**src/rtl/div_pkg.sv**
```systemverilog
// rtl/div_pkg.sv - shared types and constants for the restoring divider
package div_pkg;

  typedef enum logic [1:0] {
    IDLE,
    CALC,
    DONE
  } state_t;

  localparam int MAX_DATA_WIDTH = 8;
  localparam int CNT_WIDTH      = $clog2(MAX_DATA_WIDTH + 1);

  localparam logic [MAX_DATA_WIDTH-1:0] DIV_ZERO_QUOTIENT = '1;

endpackage

```
**src/rtl/borrow_look_ahead_subtractor.sv**
```systemverilog
// rtl/borrow_look_ahead_subtractor.sv - combinational a - b with look-ahead borrow chain
module borrow_look_ahead_subtractor #(
  parameter int WIDTH = 9
) (
  input  logic [WIDTH-1:0] a_in,
  input  logic [WIDTH-1:0] b_in,
  input  logic             borrow_in,
  output logic [WIDTH-1:0] diff_out,
  output logic             borrow_out
);

  logic [WIDTH-1:0] g;
  logic [WIDTH-1:0] p;
  logic [WIDTH:0]   borrow;

  assign g = ~a_in & b_in;
  assign p = ~(a_in ^ b_in);

  // Each borrow is a flat sum of products over all lower generate/propagate
  // terms rather than a ripple through the previous stage's borrow.
  always_comb begin
    logic carry;
    logic prop;
    carry     = 1'b0;
    prop      = 1'b1;
    borrow    = '0;
    borrow[0] = borrow_in;
    for (int i = 0; i < WIDTH; i++) begin
      carry = 1'b0;
      prop  = 1'b1;
      for (int j = i; j >= 0; j--) begin
        carry = carry | (g[j] & prop);
        prop  = prop & p[j];
      end
      borrow[i+1] = carry | (prop & borrow_in);
    end
  end

  assign diff_out   = a_in ^ b_in ^ borrow[WIDTH-1:0];
  assign borrow_out = borrow[WIDTH];

endmodule

```
**src/rtl/restoring_divider.sv**
```systemverilog
// rtl/restoring_divider.sv - sequential unsigned restoring divider, one quotient bit per cycle
module restoring_divider
  import div_pkg::*;
#(
  parameter int DATA_WIDTH = 8
) (
  input  logic                  clk_in,
  input  logic                  rst_n_in,
  input  logic                  start_in,
  input  logic [DATA_WIDTH-1:0] dividend_in,
  input  logic [DATA_WIDTH-1:0] divisor_in,
  output logic                  busy_out,
  output logic                  done_out,
  output logic [DATA_WIDTH-1:0] quotient_out,
  output logic [DATA_WIDTH-1:0] remainder_out,
  output logic                  div_by_zero_out
);

  localparam logic [CNT_WIDTH-1:0] LAST_ITER = CNT_WIDTH'(DATA_WIDTH - 1);

  state_t                state_q;
  state_t                state_d;
  logic [DATA_WIDTH-1:0] rem_q;
  logic [DATA_WIDTH-1:0] quo_q;
  logic [DATA_WIDTH-1:0] div_q;
  logic [CNT_WIDTH-1:0]  cnt_q;

  logic [DATA_WIDTH:0]   shifted;
  logic [DATA_WIDTH:0]   trial;
  logic                  borrow;
  logic [DATA_WIDTH:0]   quo_ext;
  logic [DATA_WIDTH-1:0] rem_next;
  logic [DATA_WIDTH-1:0] quo_next;
  logic                  last_iter;
  logic                  unused_bits;

  assign shifted = {rem_q, quo_q[DATA_WIDTH-1]};

  borrow_look_ahead_subtractor #(
    .WIDTH(DATA_WIDTH + 1)
  ) u_sub (
    .a_in      (shifted),
    .b_in      ({1'b0, div_q}),
    .borrow_in (1'b0),
    .diff_out  (trial),
    .borrow_out(borrow)
  );

  // A borrow means the trial subtraction failed, so the shifted value is restored.
  assign rem_next    = borrow ? shifted[DATA_WIDTH-1:0] : trial[DATA_WIDTH-1:0];
  assign quo_ext     = {quo_q, ~borrow};
  assign quo_next    = quo_ext[DATA_WIDTH-1:0];
  assign last_iter   = (cnt_q == LAST_ITER);
  assign unused_bits = ^{shifted[DATA_WIDTH], trial[DATA_WIDTH], quo_ext[DATA_WIDTH]};

  always_ff @(posedge clk_in) begin
    if (!rst_n_in) begin
      state_q <= IDLE;
    end else begin
      state_q <= state_d;
    end
  end

  always_comb begin
    state_d  = state_q;
    busy_out = 1'b0;
    done_out = 1'b0;
    case (state_q)
      IDLE, DONE: begin
        done_out = (state_q == DONE);
        state_d  = IDLE;
        if (start_in) begin
          state_d = (divisor_in == '0) ? DONE : CALC;
        end
      end
      CALC: begin
        busy_out = 1'b1;
        if (last_iter) begin
          state_d = DONE;
        end
      end
      default: state_d = IDLE;
    endcase
  end

  always_ff @(posedge clk_in) begin
    if (!rst_n_in) begin
      rem_q           <= '0;
      quo_q           <= '0;
      div_q           <= '0;
      cnt_q           <= '0;
      quotient_out    <= '0;
      remainder_out   <= '0;
      div_by_zero_out <= 1'b0;
    end else begin
      case (state_q)
        IDLE, DONE: begin
          if (start_in) begin
            div_q           <= divisor_in;
            cnt_q           <= '0;
            div_by_zero_out <= 1'b0;
            if (divisor_in == '0) begin
              quotient_out    <= DIV_ZERO_QUOTIENT[DATA_WIDTH-1:0];
              remainder_out   <= dividend_in;
              div_by_zero_out <= 1'b1;
            end else begin
              rem_q <= '0;
              quo_q <= dividend_in;
            end
          end
        end
        CALC: begin
          rem_q <= rem_next;
          quo_q <= quo_next;
          cnt_q <= cnt_q + 1'b1;
          if (last_iter) begin
            quotient_out  <= quo_next;
            remainder_out <= rem_next;
          end
        end
        default: begin
        end
      endcase
    end
  end

endmodule
```
**config.mk**
```make
export PLATFORM = sky130hd
export DESIGN_NAME = restoring_divider
export DESIGN_NICKNAME = d
export VERILOG_FILES = /design/src/rtl/div_pkg.sv /design/src/rtl/borrow_look_ahead_subtractor.sv /design/src/rtl/restoring_divider.sv
export SDC_FILE = /design/constraint.sdc
export NUM_CORES = 1
export LEC_CHECK = 0
export BUFFER_PORTS_ARGS = -buffer_cell sky130_fd_sc_hd__buf_2
export CELL_PAD_IN_SITES_DETAIL_PLACEMENT = 0
export CELL_PAD_IN_SITES_GLOBAL_PLACEMENT = 1
export CORE_UTILIZATION = 48
export CTS_BUF_LIST = sky130_fd_sc_hd__clkbuf_2 sky130_fd_sc_hd__clkbuf_4 sky130_fd_sc_hd__clkbuf_8
export DETAILED_ROUTE_END_ITERATION = 10
export GPL_TIMING_DRIVEN = 0
export PLACE_DENSITY_LB_ADDON = 0.1
export SLEW_MARGIN = 20
export SYNTH_ARGS = -nofsm -noshare
export SYNTH_HDL_FRONTEND = slang
export SYNTH_HIERARCHICAL = 1
export SYNTH_SLANG_ARGS = --single-unit
```
**constraint.sdc**
```tcl
create_clock -name clk_in -period 6.4 [get_ports clk_in]
set_clock_uncertainty 0.2 [all_clocks]
set_input_delay 0.64 -clock clk_in [delete_from_list [all_inputs] [get_ports clk_in]]
set_output_delay 0.64 -clock clk_in [all_outputs]
set_load 0.1 [all_outputs]
```
==> flow_summary_export.csv <==
group,metric,value,unit
clock_network,clock_path_buffers,2,
critical_path,setup.worst_path.start_class,"flip-flop",
finish,nNetsFinal,348,
finish,most-common-layout-cells,"47 x dfxtp_1, 42 x nand2_1, 40 x buf_2",
detailed_routing,dr.max_layer_used,"met4",
power_and_ir_drop,p_int,0.480,mW
finish,utilization,0.587,
place,placedCellCount,378,
power_and_ir_drop,irDropWorstVdd,122,uV
job,cap_violations,0,
critical_path,end_kind,"flip-flop",
timing,slew_viol_final,0,
detailed_routing,routedWlPerCell,14.8,microns
detailed_routing,wirelength_met1,2840,microns
timing,final-setup-viol-count,0,
timing,layout_min_cycle_time,2930,ps
floorplanning,fp.dieW,73.4,microns
critical_path,crit_type,"flip-flop to flip-flop",
detailed_routing,vias,2081,
detailed_routing,route.final.wire_length,5700,microns
finish,antennaDiodeCount,0,
place,dpl_cell_area,2720,sq um
timing,slew_headroom,0.534,
floorplanning,core_area,4820,sq um
clock_network,clockRootBuffer,"clkbuf_8",
place,io_buffer_count,36,
detailed_routing,dr.pass1.iters,4,
timing,rsz0062_at_grt,"no",
floorplanning,dieHeight,73.4,microns
clock_network,cts_setup_buffers,0,
critical_path,critPathMaxFanout,9,
place,dpl.hpwl,4390,microns
grt,grt_pass1_vias,1865,
finish,syn_to_final_growth,15.4,%
clock_network,cts_inserted_buffers,5,
power_and_ir_drop,p_sw_frac,0.294,
timing,finalHoldViolations,0,
detailed_routing,viasPerCell,5.41,
logic_synthesis,avgSynthCellArea,8.97,sq um
hold_path,hold_class,"flip-flop to flip-flop",
detailed_routing,ant_nets,0,
grt,grt_overflow_total,0,
power_and_ir_drop,power.density,240,nW/um^2
critical_path,crit_chain,"inv_1, ha_1, nand3_1, o221ai_2, a21oi_2, o21ai_0, clkbuf_1, mux2i_1, nand2_1, o211ai_1, mux2i_1",
grt,antenna_found_initial,0,
detailed_routing,drt_iter0_drc,110,
clock_network,clkLatencyLatePin,300,ps
logic_synthesis,synth_area,2450,sq um
power_and_ir_drop,p_leak,1.17,nW
critical_path,required,6390,ps
detailed_routing,wl_met3,257,microns
timing,max_clock_freq,342,MHz
floorplanning,ios,38,
place,gp_congestion,0.812,
clock_network,cts_tree,"done",
logic_synthesis,yosys_warnings,6,
floorplanning,die_area,5390,sq um
grt,grt_use_total,0.229,
power_and_ir_drop,clockPowerShare,0.312,
clock_network,htreeDepth,2,
detailed_routing,wl_met2,2540,microns
power_and_ir_drop,p_sw,0.200,mW
power_and_ir_drop,combPwrFrac,0.226,
power_and_ir_drop,pwr-share-seq,0.462,
finish,stdcell_count,385,
run_status,status,"finished clean",
finish,drive_above_1_share,0.186,
timing,fin_crit_sh,0.458,
clock_network,holdBufCountCts,0,
floorplanning,initial_core_util,0.508,
grt,grt_max_degree,15,
clock_network,clkSinkCount,47,
finish,final_area,2830,sq um
critical_path,critical-path-slowest-cell,"clkbuf_1",
finish,nFillCells,479,
timing,fin_tns_setup,0,ps
grt,grt_first_pass_wirelength,9120,microns
timing,fin_ws,3470,ps
floorplanning,num_rows,25,
critical_path,cpMostUsedCell,"mux2i_1",
finish,final_common_cell,"dfxtp_1",
finish,multi_input_area,1350,sq um
clock_network,post_cts_resized,0,
detailed_routing,route.detailed.drc,0,
place,place_ws,3480,ps
critical_path,max_stage_delay,500,ps
critical_path,critPathArrivalTime,2920,ps
finish,ff_latch_area,941,sq um
timing,worstMarginPinSlew,698,ps
clock_network,clkSlewWorstSetupHoldPaths,80,ps
logic_synthesis,syn_inst,273,
## final timing paths
path,to,startpoint,cells past startpoint,slack [ps]
max,remainder_out[3],rem_q[1],11,3470
min,remainder_out[5],remainder_out[5],2,260
max reg2reg,remainder_out[3],rem_q[1],11,3470
min reg2reg,remainder_out[5],remainder_out[5],2,260
## final cells by class
type	instances	share of cell area
multi-input combinational	193	0.477
tap	67	0.0297
sequential	47	0.333
clock inverter	2	0.0133
clock buffer	5	0.0243
inverter	16	0.0212
buffer	19	0.0381
timing repair buffer	36	0.0637
## power groups by stage
| stage | sequential, mW | clock (mW) | combinational (mW) |
|---|---|---|---|
| 2_1_floorplan | 0.322 | 0 | 0.113 |
| 3_3_place_gp | 0.321 | 0 | 0.152 |
| 3_5_place_dp | 0.321 | 0 | 0.153 |
| 4_1_cts | 0.314 | 0.215 | 0.153 |
| 5_1_grt | 0.316 | 0.228 | 0.171 |
| 6_report | 0.314 | 0.212 | 0.153 |
## state kept, by name, indices dropped and copies added (netlist names)
signal / cells
div_q: 8
remainder_out: 8
cnt_q: 4
state_q: 2
quo_q: 8
quotient_out: 8
rem_q: 8
div_by_zero_out: 1
## stage by stage
| stage | hold WS (ps) | total power [mW] |
|---|---|---|
| 2_1_floorplan | 247 | 0.435 |
| 3_3_place_gp | 239 | 0.473 |
| 3_5_place_dp | 245 | 0.474 |
| 4_1_cts | 256 | 0.683 |
| 5_1_grt | 279 | 0.715 |
| 6_report | 255 | 0.680 |
## per-layer routing
layer  GRT usage  vias to the layer above
met3      0.0439                        4
met4      0.0577                        0
met1       0.328                      979
met2       0.354                       50
li1            -                     1048
met5           0                        -
## worst max-delay path: cells and delay by family, from the launching register on
kind / cells / cell delay [ps]
compound gates: 4 / 640
buf+inv: 2 / 550
mux: 2 / 450
flops: 1 / 370
fa+ha+maj: 1 / 370
simple gates: 2 / 240
Power figures use the tool's default switching activity.
